[src/rtl/dmem_pkg.sv]
// Shared types and constants for the data-memory bus bridge.
package dmem_pkg;

  typedef enum logic [1:0] {
    IDLE     = 2'd0,
    REQ      = 2'd1,
    WAIT_RSP = 2'd2,
    DONE     = 2'd3
  } dmem_state_t;

  localparam logic [3:0] BE_ALL             = 4'b1111;
  localparam int         TIMEOUT_CYCLES_DEF = 255;

endpackage

[src/rtl/dmem_bus_bridge_if.sv]
// Valid/ready data-memory bus between the bridge (master) and the memory (slave).
interface dmem_bus_bridge_if #(
  parameter int ADDR_W = 32
);

  logic              req_valid;
  logic              req_ready;
  logic              req_we;
  logic [ADDR_W-1:0] req_addr;
  logic [31:0]       req_wdata;
  logic [3:0]        req_be;
  logic              rsp_valid;
  logic [31:0]       rsp_rdata;
  logic              rsp_err;

  modport master (
    output req_valid, req_we, req_addr, req_wdata, req_be,
    input  req_ready, rsp_valid, rsp_rdata, rsp_err
  );

  modport slave (
    input  req_valid, req_we, req_addr, req_wdata, req_be,
    output req_ready, rsp_valid, rsp_rdata, rsp_err
  );

endinterface

[src/rtl/dmem_bus_bridge.sv]
// Turns each core load/store into one bus transaction and stalls the core until it completes.
// Optional bus wait limit enabled by defining DMEM_TIMEOUT_EN.
module dmem_bus_bridge
  import dmem_pkg::*;
#(
  parameter int ADDR_W         = 32,
  parameter int TIMEOUT_CYCLES = TIMEOUT_CYCLES_DEF
) (
  input  logic                clk,
  input  logic                rst_n,
  input  logic                mem_read,
  input  logic                mem_write,
  input  logic [ADDR_W-1:0]   addr,
  input  logic [31:0]         wordW,
  input  logic [3:0]          be,
  input  logic                not_align,
  output logic [31:0]         rword,
  output logic                stall,
  output logic                access_fault,
  dmem_bus_bridge_if.master   bus
);

  localparam logic [1:0] ST_IDLE = IDLE;
  localparam logic [1:0] ST_REQ  = REQ;
  localparam logic [1:0] ST_WAIT = WAIT_RSP;
  localparam logic [1:0] ST_DONE = DONE;

  if (TIMEOUT_CYCLES < 1 || TIMEOUT_CYCLES > 255) begin : g_bad_timeout
    $error("TIMEOUT_CYCLES must be in 1..255");
  end

  logic [1:0]        state;
  logic [1:0]        state_nxt;
  logic              pending;
  logic              expire;
  logic              req_we_q;
  logic [ADDR_W-1:0] req_addr_q;
  logic [31:0]       req_wdata_q;
  logic [3:0]        req_be_q;

  assign pending = (mem_read | mem_write) & ~not_align;

`ifdef DMEM_TIMEOUT_EN
  // Counter is cleared while idle so it starts from zero on entry to REQ; it saturates to avoid wrapping.
  logic [7:0] wait_cnt;

  always_ff @(posedge clk or negedge rst_n) begin
    if (!rst_n) begin
      wait_cnt <= '0;
    end else if (state == ST_IDLE) begin
      wait_cnt <= '0;
    end else if ((state == ST_REQ || state == ST_WAIT) && wait_cnt != 8'hFF) begin
      wait_cnt <= wait_cnt + 8'd1;
    end
  end

  assign expire = (state == ST_REQ || state == ST_WAIT) && (wait_cnt >= TIMEOUT_CYCLES[7:0]);
`else
  assign expire = 1'b0;
`endif

  // A handshake or response in the expiry cycle takes priority over the timeout.
  always_comb begin
    state_nxt = state;
    case (state)
      ST_IDLE: if (pending) state_nxt = ST_REQ;
      ST_REQ: begin
        if (bus.req_ready)  state_nxt = ST_WAIT;
        else if (expire)    state_nxt = ST_DONE;
      end
      ST_WAIT: if (bus.rsp_valid || expire) state_nxt = ST_DONE;
      ST_DONE: state_nxt = ST_IDLE;
      default: state_nxt = ST_IDLE;
    endcase
  end

  always_ff @(posedge clk or negedge rst_n) begin
    if (!rst_n) begin
      state        <= ST_IDLE;
      rword        <= '0;
      access_fault <= 1'b0;
      req_we_q     <= 1'b0;
      req_addr_q   <= '0;
      req_wdata_q  <= '0;
      req_be_q     <= '0;
    end else begin
      state        <= state_nxt;
      access_fault <= 1'b0;
      if (state == ST_IDLE && pending) begin
        req_we_q    <= mem_write;
        req_addr_q  <= addr & ~ADDR_W'(3);
        req_wdata_q <= wordW;
        req_be_q    <= mem_write ? be : BE_ALL;
      end
      // Stores leave rword untouched unless the access faults.
      if (state == ST_WAIT && bus.rsp_valid) begin
        if (bus.rsp_err) begin
          rword        <= '0;
          access_fault <= 1'b1;
        end else if (!req_we_q) begin
          rword <= bus.rsp_rdata;
        end
      end else if (expire && state_nxt == ST_DONE) begin
        rword        <= '0;
        access_fault <= 1'b1;
      end
    end
  end

  assign bus.req_valid = (state == ST_REQ);
  assign bus.req_we    = req_we_q;
  assign bus.req_addr  = req_addr_q;
  assign bus.req_wdata = req_wdata_q;
  assign bus.req_be    = req_be_q;

  assign stall = ((state == ST_IDLE) && pending) || (state == ST_REQ) || (state == ST_WAIT);

endmodule

[src/flat_wrapper.sv]
// flat-port wrapper written by rule: the top's interface ports become plain ports
module dmem_bus_bridge_flat import dmem_pkg::*;
#(
  parameter int ADDR_W         = 32,
  parameter int TIMEOUT_CYCLES = TIMEOUT_CYCLES_DEF
)
  (clk, rst_n, mem_read, mem_write, addr, wordW, be, not_align, rword, stall, access_fault, bus_req_valid, bus_req_we, bus_req_addr, bus_req_wdata, bus_req_be, bus_req_ready, bus_rsp_valid, bus_rsp_rdata, bus_rsp_err);
  dmem_bus_bridge_if #(.ADDR_W(ADDR_W)) bus_i ();
  input  logic clk;
  input  logic rst_n;
  input  logic mem_read;
  input  logic mem_write;
  input  logic [ADDR_W-1:0] addr;
  input  logic [31:0] wordW;
  input  logic [3:0] be;
  input  logic not_align;
  output logic [31:0] rword;
  output logic stall;
  output logic access_fault;
  output wire logic [$bits(bus_i.req_valid)-1:0] bus_req_valid;
  output wire logic [$bits(bus_i.req_we)-1:0] bus_req_we;
  output wire logic [$bits(bus_i.req_addr)-1:0] bus_req_addr;
  output wire logic [$bits(bus_i.req_wdata)-1:0] bus_req_wdata;
  output wire logic [$bits(bus_i.req_be)-1:0] bus_req_be;
  input wire logic [$bits(bus_i.req_ready)-1:0] bus_req_ready;
  input wire logic [$bits(bus_i.rsp_valid)-1:0] bus_rsp_valid;
  input wire logic [$bits(bus_i.rsp_rdata)-1:0] bus_rsp_rdata;
  input wire logic [$bits(bus_i.rsp_err)-1:0] bus_rsp_err;
  assign bus_req_valid = bus_i.req_valid;
  assign bus_req_we = bus_i.req_we;
  assign bus_req_addr = bus_i.req_addr;
  assign bus_req_wdata = bus_i.req_wdata;
  assign bus_req_be = bus_i.req_be;
  assign bus_i.req_ready = bus_req_ready;
  assign bus_i.rsp_valid = bus_rsp_valid;
  assign bus_i.rsp_rdata = bus_rsp_rdata;
  assign bus_i.rsp_err = bus_rsp_err;
  dmem_bus_bridge #(.ADDR_W(ADDR_W), .TIMEOUT_CYCLES(TIMEOUT_CYCLES)) u_core (.clk(clk), .rst_n(rst_n), .mem_read(mem_read), .mem_write(mem_write), .addr(addr), .wordW(wordW), .be(be), .not_align(not_align), .rword(rword), .stall(stall), .access_fault(access_fault), .bus(bus_i));
endmodule
[config.mk]
export PLATFORM = sky130hd
export DESIGN_NAME = dmem_bus_bridge_flat
export DESIGN_NICKNAME = d
export VERILOG_FILES = /design/src/rtl/dmem_pkg.sv /design/src/rtl/dmem_bus_bridge_if.sv /design/src/rtl/dmem_bus_bridge.sv /design/src/flat_wrapper.sv
export SDC_FILE = /design/constraint.sdc
export NUM_CORES = 1
export LEC_CHECK = 0
export ABC_AREA = 0
export CAP_MARGIN = 10
export CORE_ASPECT_RATIO = 1.2
export CORE_MARGIN = 1.5
export CORE_UTILIZATION = 40
export CTS_CLUSTER_DIAMETER = 150
export DETAILED_ROUTE_END_ITERATION = 8
export PLACE_DENSITY_LB_ADDON = 0.3
export REMOVE_ABC_BUFFERS = 1
export SYNTH_ARGS = -nofsm -noshare
export SYNTH_HDL_FRONTEND = slang
export SYNTH_SLANG_ARGS = --single-unit
[constraint.sdc]
create_clock -name clk -period 2.8 [get_ports clk]
set_input_delay 0.56 -clock clk [delete_from_list [all_inputs] [get_ports clk]]
set_output_delay 0.56 -clock clk [all_outputs]
set_load 0.05 [all_outputs]
# --- Yosys cells after proc, flatten, opt, wreduce, memory -nomap -nowiden ---
# Index checks and enable logic that the tools add are counted.
totals:
  wordCells: 33
  output_inout_bits: 104
  input_bits: 108
  ff_bits: 102
op_classes:
  reduce_logical: 7
  muxes: 9
  bitwise_logic: 3
  n_eq_ne: 7
op_table:
  columns: ["cell", "n"]
  rows:
  - ["two-way mux 32 bit", 2]
  - ["one-hot mux 2 bit (4 select lines)", 1]
  - ["two-way mux 2 bit", 3]
  - ["== test 2 bit, second input constant", 2]
  - ["two-way mux 4 bit", 1]
  - ["!= test 2 x 1 -> 1 bit, second input constant", 2]
  - ["!= test 2 bit, second input constant", 2]
  - ["AND reduction 3 bit", 1]
  - ["== test 2 x 1 -> 1 bit, second input constant", 1]
  - ["logical AND 1 bit", 2]
  - ["logical NOT 2 bit", 1]
  - ["logical OR 1 bit", 2]
  - ["two-way mux 1 bit", 2]
  - ["AND reduction 2 bit", 1]
  - ["bitwise AND 1 bit", 1]
  - ["inverter 1 bit", 1]
  - ["OR 1 bit", 1]

# --- Logic depth before layout (Yosys ltp) ---
depth:
  depth_word: 5
  ltp_mapped: 6

# --- Worst setup path after synthesis ---
# No wires, ideal clock.
synth_timing:
  kind: "input to output"
  from: "in not_align"
  to: "out stall"
  stages: 5
  slack_ns: 0.741
  n_path_buf: 2
  t_arrival_ns: 1.499
  t_required_ns: 2.240
  path_cell_list: "o21ba_2 -> buf_6 -> nand2_8 -> buf_6 -> nand2_1"
synth_between:
  elab_chain_len: 5
synth_lines:
  columns: ["element", "line_no", "text"]
  rows:
  - ["from (decl)", "flat_wrapper.sv:16", "input logic not_align;"]
  - ["inverter 1 bit", "dmem_bus_bridge.sv:41", "assign pending = (mem_read | mem_write) & ~not_align;"]
  - ["bitwise AND 1 bit", "dmem_bus_bridge.sv:41", null]
  - ["logical AND 1 bit", "dmem_bus_bridge.sv:116", "assign stall = ((state == ST_IDLE) && pending) || (state == ST_REQ) || (state == ST_WAIT);"]
  - ["logical OR 1 bit (2 in series)", "dmem_bus_bridge.sv:116", null]
  - ["to (decl)", "flat_wrapper.sv:18", "output logic stall;"]
# No other way between the ends.

# --- Worst setup path after layout ---
# Ends and elaborated chain as after synthesis.

==> impl_metrics.tcl <==
set metrics [dict create \
    tightest_slew_ns 0.9770 \
    die-area_um2 10910 \
    num_io_pins 212 \
    cts_tree "built" \
    cts_hold_buffers 0 \
    insertion_delay_ns 0.33 \
    period_needed_ns 2.415 \
    ir_worst_vdd_v 0.0009116 \
    place_area_um2 6307 \
    grt_start_max_net_pins 56 \
    final.setup.tns_ns 0 \
    ys_warn_count 0 \
    synth_common_cells "dfrtp_1 (102), mux2_4 (59), a22o_1 (32), inv_1 (8), buf_6 (7)" \
    yosysMostFrequentCell "dfrtp_1" \
    overflow 0 \
    numCtsBuffers 9 \
    yosys.area.top_type_share 0.6201 \
    finalClockSkew_ns 0.004065 \
    finalMaxSlewViolations 0 \
    dp_hpwl_um 7251 \
    die_h_um 114.1 \
    max_freq_ghz 0.4140 \
    portBuffers 207 \
    initial_core_util 0.4113 \
    grt_pass1_wl_um 15390 \
    finalSetupViolCount 0 \
    via_per_inst 4.822 \
    p_leak_nw 3.035 \
    ff2ff_path_depth 5 \
    antenna_found_initial 0 \
    final_area_um2 6596 \
    clk_pin_slew_ns 0.06 \
    clockBufferDepth 2 \
    syn_area_um2 4116 \
    crit_arrival_ns 1.86 \
    crit_start "not_align" \
    syn_inst 246 \
    synth_seq_area_share 0.6201 \
    finalPower_w 0.009649 \
    ctsResizeCount 0 \
    dieWidth_um 95.61 \
    critPathKind "input pin to output pin" \
    initialDrtViolationCount 78 \
    coreArea_um2 10010 \
    synth_enable_flop_cells 0 \
    rr_endpoint "u_core.rword[20]" \
    hold_path_class "input pin to async pin" \
    min_period_over_period 0.8627 \
    gp_congestion 0.6933 \
    routed_wl_um 9765 \
    cts_root_buf "clkbuf_16" \
    synthFlopType "dfrtp_1" \
    cp-endpoint "stall" \
    hold_viol_final 0 \
    grt_pass1_vias 3028 \
    ant_nets 0 \
    drive_gt1_frac 0.1961 \
    cp_max_fo 16 \
    relSlewSlack 0.3487 \
    num_rows 40 \
    rrSetupSlack_ns 0.87 \
    reg2reg_from "u_core.state[0]" \
    nFillCells 750 \
    synth_top_area_cell "dfrtp_1" \
    synth.avg_cell_area_um2 16.73 \
    cts_setup_buffers 0 \
    rsz0062_at_grt "no" \
    status "finished, final reports clean" \
    p_per_area_nw_per_um2 1463 \
    diodes 0 \
    numClockSinks 102 \
    vias 2821 \
    grt_usage 0.1859 \
    drc 0 \
    fin_nets 566 \
    synth_cell_type_count 23 \
    areaGrowthSynthToFinish_pct 60.24 \
    crit_path_end_kind "output pin" \
    drt_pass1_iterations 4 \
    htree_num_levels 3 \
    hold_ws_ns 0.1046 \
    avgRoutedWirePerCell_um 16.69 \
    ys_async_sr_fraction 1.000 \
    cp.required_ns 2.24 \
    ys_ff_latch 102 \
    worstSetupStartpointType "input pin" \
    drv_cap 0 \
    synthTopCellsByArea "dfrtp_1 (62%), mux2_4 (22%), a22o_1 (6.8%)" \
]
logic make-up after synthesis:
logic type	after synthesis	synth area share
adder cells (fa/ha/maj)	3	0.009120
multiplexers	64	0.2289
flip-flops	102	0.6201
other	1	0.0009110
AND/OR/NAND/NOR	7	0.01125
buffers and inverters	24	0.03769
AO/OA/AOI/OAI	45	0.09210
worst min path at each step:
| stage | endpoint | slack, ns |
|---|---|---|
| final | u_core.bus.req_wdata[31] | 0.10 |
| after global routing | u_core.rword[4] | 0.11 |
| after CTS | u_core.rword[4] | 0.11 |
| after detailed placement | u_core.rword[4] | 0.46 |
| after global placement | u_core.rword[4] | 0.46 |
| after floorplan | u_core.access_fault | 0.26 |
area by class of cell:
class                   instances  area, um^2  share of cell area
clock inverters                 5       50.05            0.007587
multi-input cells             121        1418              0.2149
well taps                     126       157.7             0.02390
inverters                       8       30.03            0.004552
repair buffers                213        2150              0.3259
flip-flops and latches        102        2552              0.3870
clock buffers                  10       239.0             0.03623
power by group:
part | internal (W) | total [W] | leakage, nW | switching [W]
Clock | 0.000705 | 0.00120 | 0.148 | 0.000496
Combinational | 0.00232 | 0.00581 | 1.64 | 0.00348
Sequential | 0.00221 | 0.00264 | 1.25 | 0.000432
flip-flops by register name, indices dropped and copies added, names as in the netlist:
signal / count
u_core.bus.req_wdata: 32
u_core.rword: 32
u_core.bus.req_addr: 30
u_core.bus.req_be: 4
u_core.state: 2
u_core.access_fault: 1
u_core.bus.req_we: 1
placed cells by master (no fill, tap or decap), types with 2 or more instances in the layout:
cell type and instances:
mux2_2 5, mux2_4 59, buf_4 5, a21oi_1 4, nand2_1 2, clkdlybuf4s50_1 205, a41oi_1 4, dfrtp_1 102
clkinv_2 4, ha_1 3, inv_1 8, nor2_1 2, buf_12 3, a22o_1 32, conb_1 2, clkbuf_16 9
through the flow:
| step | setup WS (ns) | utilization | std cells |
|---|---|---|---|
| after global routing | 0.2591 | 0.6590 | 585 |
| after CTS | 0.3801 | 0.6590 | 585 |
| final | 0.3846 | 0.6590 | 585 |
| after global placement | 0.3882 | 0.6301 | 570 |
| after floorplan | 0.07453 | - | 231 |
| after detailed placement | 0.3836 | 0.6301 | 570 |
metal layers:
layer	up-vias	part of all wire	global-route usage
li1	1298	-	-
met1	1377	0.41	0.2267
met2	135	0.48	0.3038
met3	11	0.10	0.07238
met4	0	0.0099	0.05294
met5	-	0	0
critical path, cell delays in order:
cell,delay [ns]
clkdlybuf4s50_1,0.41
o21ba_2,0.39
nand2_8,0.17
nand2_1,0.17
buf_12,0.14
No activity file was read; power rests on OpenSTA's default activity.
